<file path="src/rtl/median_pkg.sv">
//------------------------------------------------------------------------------
// median_pkg : shared states, window geometry and slot offsets for the
//              3x3 median window sequencer.
// Rev 1.0
//------------------------------------------------------------------------------
`default_nettype none

package median_pkg;

  typedef enum logic [2:0] {
    IDLE     = 3'd0,
    FETCH    = 3'd1,
    DRAIN    = 3'd2,
    HANDOFF  = 3'd3,
    WAIT_RES = 3'd4,
    WRITE    = 3'd5,
    ADVANCE  = 3'd6,
    DONE     = 3'd7
  } state_t;

  localparam int         WIN_SLOTS   = 9;
  localparam logic [3:0] SLOT_CENTRE = 4'd4;
  localparam logic [3:0] SLOT_LAST   = 4'd8;

  // Slot k sits at (dy, dx) = (k/3 - 1, k%3 - 1) around the centre pixel.
  function automatic logic signed [1:0] slot_dy(input logic [3:0] k);
    case (k)
      4'd0, 4'd1, 4'd2: return -2'sd1;
      4'd3, 4'd4, 4'd5: return 2'sd0;
      default:          return 2'sd1;
    endcase
  endfunction

  function automatic logic signed [1:0] slot_dx(input logic [3:0] k);
    case (k)
      4'd0, 4'd3, 4'd6: return -2'sd1;
      4'd1, 4'd4, 4'd7: return 2'sd0;
      default:          return 2'sd1;
    endcase
  endfunction

endpackage

`default_nettype wire

</file>
<file path="src/rtl/median_win_addr_gen.sv">
//------------------------------------------------------------------------------
// median_win_addr_gen : clamps a window slot's neighbour coordinates to the
//                       image and forms its linear memory address.
// Rev 1.0
//------------------------------------------------------------------------------
`default_nettype none

module median_win_addr_gen
  import median_pkg::*;
#(
  parameter int IMG_W  = 64,
  parameter int IMG_H  = 64,
  parameter int ADDR_W = 12,
  parameter int ROW_W  = 6,
  parameter int COL_W  = 6
) (
  input  logic [ROW_W-1:0]  row,
  input  logic [COL_W-1:0]  col,
  input  logic [3:0]        slot,
  output logic [ADDR_W-1:0] addr
);

  // Two extra bits: sign, plus headroom for row+1 when the height is a power of two.
  localparam int YW = ROW_W + 2;
  localparam int XW = COL_W + 2;
  localparam logic signed [YW-1:0] Y_MAX = YW'(IMG_H - 1);
  localparam logic signed [XW-1:0] X_MAX = XW'(IMG_W - 1);

  logic signed [1:0]    dy;
  logic signed [1:0]    dx;
  logic signed [YW-1:0] yy;
  logic signed [XW-1:0] xx;
  logic [ROW_W-1:0]     yc;
  logic [COL_W-1:0]     xc;

  always_comb begin
    dy = slot_dy(slot);
    dx = slot_dx(slot);
    yy = $signed({2'b00, row}) + $signed({{ROW_W{dy[1]}}, dy});
    xx = $signed({2'b00, col}) + $signed({{COL_W{dx[1]}}, dx});

    if (yy < 0)          yc = '0;
    else if (yy > Y_MAX) yc = ROW_W'(IMG_H - 1);
    else                 yc = yy[ROW_W-1:0];

    if (xx < 0)          xc = '0;
    else if (xx > X_MAX) xc = COL_W'(IMG_W - 1);
    else                 xc = xx[COL_W-1:0];

    addr = ADDR_W'(int'(yc) * IMG_W + int'(xc));
  end

endmodule

`default_nettype wire

</file>
<file path="src/rtl/median_window_sched.sv">
//------------------------------------------------------------------------------
// median_window_sched : walks an image pixel by pixel, gathers each clamped
//                       3x3 window, hands it to the median core, writes result.
// Rev 1.0
//------------------------------------------------------------------------------
`default_nettype none

module median_window_sched
  import median_pkg::*;
#(
  parameter int IMG_W  = 64,
  parameter int IMG_H  = 64,
  parameter int PIX_W  = 8,
  parameter int ADDR_W = 12,
  parameter int RD_LAT = 1
) (
  input  logic                   clk,
  input  logic                   rst,
  input  logic                   start,
  output logic                   busy,
  output logic                   done,
  output logic                   rd_en,
  output logic [ADDR_W-1:0]      rd_addr,
  input  logic [PIX_W-1:0]       rd_data,
  output logic [9*PIX_W-1:0]     win_data,
  output logic                   win_valid,
  input  logic                   win_ready,
  input  logic                   res_valid,
  input  logic [PIX_W-1:0]       res_data,
  output logic                   wr_en,
  output logic [ADDR_W-1:0]      wr_addr,
  output logic [PIX_W-1:0]       wr_data
);

  localparam int ROW_W = $clog2(IMG_H);
  localparam int COL_W = $clog2(IMG_W);
  localparam logic [ROW_W-1:0] ROW_LAST  = ROW_W'(IMG_H - 1);
  localparam logic [COL_W-1:0] COL_LAST  = COL_W'(IMG_W - 1);
  localparam logic [3:0]       DRAIN_END = 4'(RD_LAT - 1);

  state_t             state;
  state_t             next_state;
  logic [ROW_W-1:0]   row;
  logic [COL_W-1:0]   col;
  logic [3:0]         slot;
  logic [PIX_W-1:0]   win [WIN_SLOTS];
  logic [PIX_W-1:0]   result;
  logic [RD_LAT-1:0]  vld_sr;
  logic [3:0]         tag_sr [RD_LAT];
  logic [ADDR_W-1:0]  rd_addr_calc;
  logic [ADDR_W-1:0]  wr_addr_calc;
  logic               last_pixel;

  assign last_pixel = (row == ROW_LAST) && (col == COL_LAST);

  median_win_addr_gen #(
    .IMG_W (IMG_W), .IMG_H (IMG_H), .ADDR_W (ADDR_W), .ROW_W (ROW_W), .COL_W (COL_W)
  ) u_rd_addr (
    .row (row), .col (col), .slot (slot), .addr (rd_addr_calc)
  );

  // Centre slot has zero offset, so this yields row*IMG_W+col.
  median_win_addr_gen #(
    .IMG_W (IMG_W), .IMG_H (IMG_H), .ADDR_W (ADDR_W), .ROW_W (ROW_W), .COL_W (COL_W)
  ) u_wr_addr (
    .row (row), .col (col), .slot (SLOT_CENTRE), .addr (wr_addr_calc)
  );

  always_ff @(posedge clk) begin
    if (!rst) begin
      state  <= IDLE;
      row    <= '0;
      col    <= '0;
      slot   <= '0;
      result <= '0;
      vld_sr <= '0;
      for (int i = 0; i < RD_LAT; i++) tag_sr[i] <= '0;
      for (int k = 0; k < WIN_SLOTS; k++) win[k] <= '0;
    end else begin
      state <= next_state;

      // Each read's slot index travels alongside its valid bit until the data lands.
      vld_sr[0] <= rd_en;
      tag_sr[0] <= slot;
      for (int i = 1; i < RD_LAT; i++) begin
        vld_sr[i] <= vld_sr[i-1];
        tag_sr[i] <= tag_sr[i-1];
      end
      if (vld_sr[RD_LAT-1]) win[tag_sr[RD_LAT-1]] <= rd_data;

      case (state)
        IDLE: begin
          slot <= '0;
          if (start) begin
            row <= '0;
            col <= '0;
          end
        end
        FETCH:    slot <= (slot == SLOT_LAST) ? 4'd0 : slot + 4'd1;
        DRAIN:    slot <= (slot == DRAIN_END) ? 4'd0 : slot + 4'd1;
        WAIT_RES: if (res_valid) result <= res_data;
        ADVANCE: begin
          if (!last_pixel) begin
            if (col == COL_LAST) begin
              col <= '0;
              row <= row + 1'b1;
            end else begin
              col <= col + 1'b1;
            end
          end
        end
        DONE: begin
          row <= '0;
          col <= '0;
        end
        default: ;
      endcase
    end
  end

  always_comb begin
    next_state = state;
    rd_en      = 1'b0;
    win_valid  = 1'b0;
    wr_en      = 1'b0;
    done       = 1'b0;
    case (state)
      IDLE:     if (start) next_state = FETCH;
      FETCH: begin
        rd_en = 1'b1;
        if (slot == SLOT_LAST) next_state = DRAIN;
      end
      DRAIN:    if (slot == DRAIN_END) next_state = HANDOFF;
      HANDOFF: begin
        win_valid = 1'b1;
        if (win_ready) next_state = WAIT_RES;
      end
      WAIT_RES: if (res_valid) next_state = WRITE;
      WRITE: begin
        wr_en      = 1'b1;
        next_state = ADVANCE;
      end
      ADVANCE:  next_state = last_pixel ? DONE : FETCH;
      DONE: begin
        done       = 1'b1;
        next_state = IDLE;
      end
      default:  next_state = IDLE;
    endcase
  end

  assign busy    = (state != IDLE);
  assign rd_addr = rd_en ? rd_addr_calc : '0;
  assign wr_addr = wr_en ? wr_addr_calc : '0;
  assign wr_data = wr_en ? result : '0;

  for (genvar k = 0; k < WIN_SLOTS; k++) begin : g_pack
    assign win_data[k*PIX_W +: PIX_W] = win[k];
  end

endmodule

`default_nettype wire

</file>
<file path="config.mk">
export PLATFORM = sky130hd
export DESIGN_NAME = median_window_sched
export DESIGN_NICKNAME = d
export VERILOG_FILES = /design/src/rtl/median_pkg.sv /design/src/rtl/median_win_addr_gen.sv /design/src/rtl/median_window_sched.sv
export SDC_FILE = /design/constraint.sdc
export NUM_CORES = 1
export LEC_CHECK = 0
export CAP_MARGIN = 20
export CORE_ASPECT_RATIO = 2
export CORE_MARGIN = 1.5
export CORE_UTILIZATION = 24
export CTS_CLUSTER_SIZE = 24
export DETAILED_ROUTE_END_ITERATION = 6
export MAX_ROUTING_LAYER = met4
export PLACE_DENSITY = 0.47
export SYNTH_ARGS = -nofsm -noshare
export SYNTH_HDL_FRONTEND = slang
export SYNTH_HIERARCHICAL = 1
export SYNTH_SLANG_ARGS = --single-unit
</file>
<file path="constraint.sdc">
create_clock -name clk -period 3.9 [get_ports clk]
set_input_delay 0.78 -clock clk [delete_from_list [all_inputs] [get_ports clk]]
set_output_delay 0.78 -clock clk [all_outputs]
set_load 0.03 [all_outputs]
</file>
* After elaboration in Yosys (flattened, before gate mapping)
Memories as Yosys holds them, arrays and structs flattened.
Cells that the tools add are included.
** Word-level totals
- Output and inout bits :: 109
- RAM bits :: 76
- Bits in registers :: 28
- Input bits :: 21
- Memories kept :: 2
** Operators by class
- Add/sub/neg operators :: 7
- Equal/unequal tests :: 24
- Reduce and logical (&&, ||, !) cells :: 16
- Magnitude comparators :: 8
- Multiplexer cells :: 44
** Memories
- win :: words 9, width 8, rd ports 9, clocked after memory_dff 0, write ports 9, RTL line median_window_sched.sv:46 : logic [PIX_W-1:0] win [WIN_SLOTS];
- tag_sr :: words 1, width 4, rd ports 1, clocked after memory_dff 0, write ports 1, RTL line median_window_sched.sv:49 : logic [3:0] tag_sr [RD_LAT];
** Operators with widths (number)
- 2-to-1 mux 6 bit :: 13
- one-hot mux 6 bit (3 select lines) :: 2
- adder 12 x 6 -> 12 bit :: 2
- 2-to-1 mux 12 bit :: 2
- one-hot mux 3 bit (8 select lines) :: 1
- 2-to-1 mux 3 bit :: 6
- adder 7 x 2 -> 8 bit :: 2
- equality test 4 x 3 -> 1 bit (second input constant) :: 4
- greater-than comparator 8 x 7 -> 1 bit (second input constant) :: 2
- < comparator 8 x 1 -> 1 bit (second input constant) :: 2
- 2-to-1 mux 4 bit :: 4
- 2-to-1 mux 8 bit :: 2
- inequality test 2 bit (second input constant) :: 7
- adder 6 x 1 -> 6 bit (second input constant) :: 2
- equality test 3 bit (second input constant) :: 4
- equality test 6 bit (second input constant) :: 2
- greater-than comparator 6 bit (second input constant) :: 2
- < comparator 6 x 1 -> 1 bit (second input constant) :: 2
- one-hot mux 4 bit (3 select lines) :: 1
- OR reduction 3 bit :: 4
- 2-to-1 mux 1 bit :: 11
- nonzero test 3 bit :: 3
- equality test 4 x 2 -> 1 bit (second input constant) :: 2
- one-hot mux 2 bit (2 select lines) :: 2
- 14 further kinds :: 15

* Logic depth before layout (Yosys ltp)
Gate-level depths: netlist (run 1).
- Word-level depth :: 9
- Mapped depth :: 13
- Gate-level depth less buffers :: 13

* Hierarchy
The synthesis (run 1) kept the hierarchy.
** Modules (own cells, without submodules)
- median_window_sched :: times used 1, seq. area each 2802.7 sq um, area each 4550.6 sq um, cells each 394
- median_win_addr_gen (u_rd_addr) :: times used 1, seq. area each 0.0 sq um, area each 1022.2 sq um, cells each 146
- median_win_addr_gen (u_wr_addr) :: times used 1, seq. area each 0.0 sq um, area each 950.9 sq um, cells each 132

* Worst setup path after synthesis (run 1)
Ideal clock, no wire load.
- Path type :: flip-flop to output port
- Start :: register slot[1]
- End :: output port rd_addr[4]
- Setup slack :: 0.313 ns
- Cell stages (with the launch flop) :: 12
- Arrival time :: 2.807 ns
- Cells stage by stage :: dfxtp_1 buf_2 nor4_2 a31oi_4 inv_2 ha_1 a211oi_2 nor3b_1 o311a_1 or3_4 a22oi_1 and2_1
** On the way
- Longest elaborated chain between the ends :: 9
- Elaborated cells between the ends (all ways) :: 16
** RTL lines
- start: declaration :: RTL line median_window_sched.sv:45 : logic [3:0] slot;
- start signal: assignment :: RTL line median_window_sched.sv:99 : FETCH: slot <= (slot == SLOT_LAST) ? 4'd0 : slot + 4'd1;
- start signal: assignment :: RTL line median_window_sched.sv:100 : DRAIN: slot <= (slot == DRAIN_END) ? 4'd0 : slot + 4'd1;
- equality test 4 x 1 -> 1 bit (tied with other cells) :: RTL line median_pkg.sv:35 : case (k)
- OR reduction 3 bit :: RTL line median_pkg.sv:35
- one-hot mux 2 bit (2 select lines) (*) :: RTL line median_pkg.sv:35
- adder 7 x 2 -> 8 bit (*) :: RTL line median_win_addr_gen.sv:40 : xx = $signed({2'b00, col}) + $signed({{COL_W{dx[1]}}, dx});
- greater-than comparator 8 x 7 -> 1 bit :: RTL line median_win_addr_gen.sv:47 : else if (xx > X_MAX) xc = COL_W'(IMG_W - 1);
- 2-to-1 mux 6 bit :: RTL line median_win_addr_gen.sv:47
- 2-to-1 mux 6 bit (*) :: RTL line median_win_addr_gen.sv:46 : if (xx < 0) xc = '0;
- adder 12 x 6 -> 12 bit (*) :: RTL line median_win_addr_gen.sv:50 : addr = ADDR_W'(int'(yc) * IMG_W + int'(xc));
- via rd_addr_calc[4] :: RTL line median_window_sched.sv:50 : logic [ADDR_W-1:0] rd_addr_calc;
- 2-to-1 mux 12 bit (*) :: RTL line median_window_sched.sv:153 : assign rd_addr = rd_en ? rd_addr_calc : '0;
- end: declaration :: RTL line median_window_sched.sv:23 : output logic [ADDR_W-1:0] rd_addr,
The timed path passes the listed nets; every way through them passes the cells marked *.

* Final worst setup path (run 1)
Ends and elaborated chain as after synthesis.

==> results of run 1 <==
## cell usage in the layout, fill, tap and decap left out, types with 4 or more instances in the layout
master / netlist / final
clkdlybuf4s50_1: 0 / 117
and2_1: 108 / 103
edfxtp_1: 72 / 72
buf_4: 2 / 47
inv_1: 41 / 41
nor2_1: 41 / 40
nand2_1: 34 / 34
a21oi_1: 33 / 30
dfxtp_1: 32 / 29
ha_1: 32 / 26
nand3_1: 22 / 22
o21ai_0: 21 / 21
conb_1: 2 / 18
o211ai_1: 15 / 15
o22ai_1: 12 / 12
clkbuf_16: 0 / 11
nor3_1: 11 / 10
nand2b_1: 10 / 10
xnor2_1: 10 / 9
mux2i_1: 9 / 8
o21ai_1: 10 / 8
a31oi_1: 9 / 8
nand3b_1: 7 / 7
or3_1: 6 / 6
a21o_1: 6 / 6
buf_6: 1 / 6
xor2_1: 6 / 6
and2_4: 0 / 5
o2111ai_1: 5 / 5
nor4_1: 4 / 4
or4_1: 4 / 4
buf_12: 0 / 4
nor2b_1: 4 / 4
ha_4: 0 / 4
## stage by stage
step | utilization [%] | setup TNS [ns] | instance area (sq um) | worst slack (ns) | total power, uW
after detailed placement | 31.7 | 0 | 8500 | 0.0177 | 2170
after floorplan | - | 0 | 6580 | 0.313 | 1850
after CTS | 33.4 | -0.140 | 8950 | -0.0389 | 3200
after global placement | 31.7 | 0 | 8500 | 0.0154 | 2180
final | 34.1 | 0 | 9140 | 0.0472 | 3220
after global routing | 34.1 | -0.424 | 9140 | -0.0807 | 3390
## path summary, 6_finish.rpt
| path | end | from | slack (ns) |
|---|---|---|---|
| setup reg to reg | col[5] | col[1] | 1.68 |
| hold / removal | result[6] | result[6] | 0.49 |
| setup / recovery | rd_addr[4] | slot[1] | 0.05 |
| hold reg to reg | result[6] | result[6] | 0.49 |
## sequential cells by signal, indices dropped and copies added, names as in the netlist
signal and flops:
win 72, result 8, col 6, row 6, slot 4, tag_sr 4
state 3, vld_sr 1
## cells by family after synthesis
group	Yosys count
and+or+nand+nor	277
AOI/OAI and AO/OA	157
DFF	104
buffers and inverters	68
adders and majority gates	36
xor gates and xnor gates	18
muxes	10
other	2
## layer usage
| metal | global-route usage [%] | part of all wire [%] | wire length (um) |
|---|---|---|---|
| met3 | 2.30 | 3.3 | 646 |
| met2 | 28.4 | 59 | 11600 |
| met4 | 7.11 | 3.9 | 767 |
| met5 | - | 0 | 0 |
| met1 | 13.3 | 34 | 6770 |
## timing repair
item                       CTS  global route
pin swaps                    6            17
setup endpoints to repair    9            11
buffers inserted             8             6
resized for setup           25            33
## critical path: stages (launching register included)
cell	delay, ns
dfxtp_4	0.36
buf_6	0.13
nor4_4	0.31
a31oi_4	0.07
inv_4	0.09
ha_4	0.20
a211oi_4	0.27
nor3b_2	0.11
o311a_1	0.34
or3_4	0.42
a22oi_2	0.16
and2_4	0.17
buf_12	0.11
## report_power, final
group | switching [uW] | internal, uW | leakage [uW] | total, uW
registers | 49.1 | 1240 | 0.00100 | 1280
clock network | 396 | 576 | 0.000157 | 971
logic | 560 | 402 | 0.00226 | 962
## layout make-up
cell class                      count  area (sq um)
Timing Repair Buffer              177          1690
Tap cell                          348           435
Inverter                           45           171
Clock inverter                      2          35.0
Multi-Input combinational cell    516          3700
Fill cell                        2796         17700
Sequential cell                   104          2810
Clock buffer                       14           287
==> metrics.csv, run 1 <==
metric,value,unit
cts.sinks,104,
clockBufferDepth,2,
yosysMostFrequentCell,and2_1,
dp_cells,1176,
synthMuxAreaShare,1.55,%
leakage,0.00342,uW
hold_class,reg -> reg,
cp_max_fo,6,
grt_setup_unrepaired,yes,
worst_slew_pin_slew,0.786,ns
drc,0,
viasPerCell,4.62,
clock_latency,0.35,ns
synth-seq-cells,104,
core,0.0268,sq mm
antenna_found_initial,0,
io_pins,130,
critPathKind,reg -> out,
grt_use_total,14.5,%
period_share,98.8,%
grt_pass1_vias,5519,
whs_path_depth,2,
p_per_area,352,mW/mm^2
wl,19800,um
syn-mean-instance-area,9.71,sq um
finalWeightedCongestion,0.880,
final-hold-violation-count,0,
start_util,24.3,%
synth_top_cell_by_area,edfxtp_1,
nets,910,
run_status,finished clean,
firstDrtPassIters,4,
synth-xor-area-share,2.65,%
n_antenna_cell,0,
synth_top_family_by_area,simple AND/OR/NAND/NOR gates,
yosys.area_share.simple,24.1,%
placementRows,85,
ys_top_cells_by_count,"108 x and2_1, 72 x edfxtp_1, 41 x inv_1, 41 x nor2_1, 34 x nand2_1",
cts_tree,built,
drtIter0Drc,221,
fp.dieH,236,um
cp-end-kind,primary output,
ff2ff_path_depth,5,
die_area,0.0282,sq mm
slew_viol_final,0,
io_buffers,129,
worst_hold_slack,0.486,ns
synth_compound_gate_area_share,17.0,%
cts_made_buffers,9,
fin_cells,1206,
ir_drop,0.000210,V
area_growth,40.0,%
synthDistinctLibCells,83,
place_hpwl,15400,um
setup_viol_count_final,0,
grt_max_degree,23,
critPathArrivalTime,3.07,ns
fin_crit,3.85,ns
grt_pass1_wl,30600,um
post_drt_wl_per_cell,16.4,um
root_buffer,clkbuf_16,
async_reset_ff_share,0,%
max-cap-violations,0,
synth_edf_count,72,
slew_headroom,47.1,%
clock_skew,0.00570,ns
die_w,120,um
htree_levels,3,
route.vias.total,5577,
synth_cells,672,
synth.cell_area,0.00652,sq mm
drive_above_1_share,16.1,%
fmax,260,MHz
critPathLaunchType,flop,
drtAntennaViolNets,0,
cts_hold_buf,0,
yosys-top-cells-area,"edfxtp_1 33%, and2_1 10%, dfxtp_1 9.8%, ha_1 6.1%, a21oi_1 2.5%",
yosys.area.top_type_share,33.1,%
crit_required,3.12,ns
ys_seq_area_share,43.0,%
synth_fa_ha_area_share,7.36,%
globalRouteOverflowTotal,0,
yosysWarnings,6,
path_clk_slew,0.07,ns
synth_flop_cell,edfxtp_1,
No activity file was read; power rests on OpenSTA's default activity.
==> run 2: changes to the inputs <==
--- a/config.mk
+++ b/config.mk
@@ -5,7 +5,7 @@
 export SDC_FILE = /design/constraint.sdc
 export NUM_CORES = 1
 export LEC_CHECK = 0
-export CAP_MARGIN = 20
+export CAP_MARGIN = 30
 export CORE_ASPECT_RATIO = 2
 export CORE_MARGIN = 1.5
 export CORE_UTILIZATION = 24
==> results of run 2 <==
No change in the layout: final DEF, timing and power equal those of run 1.
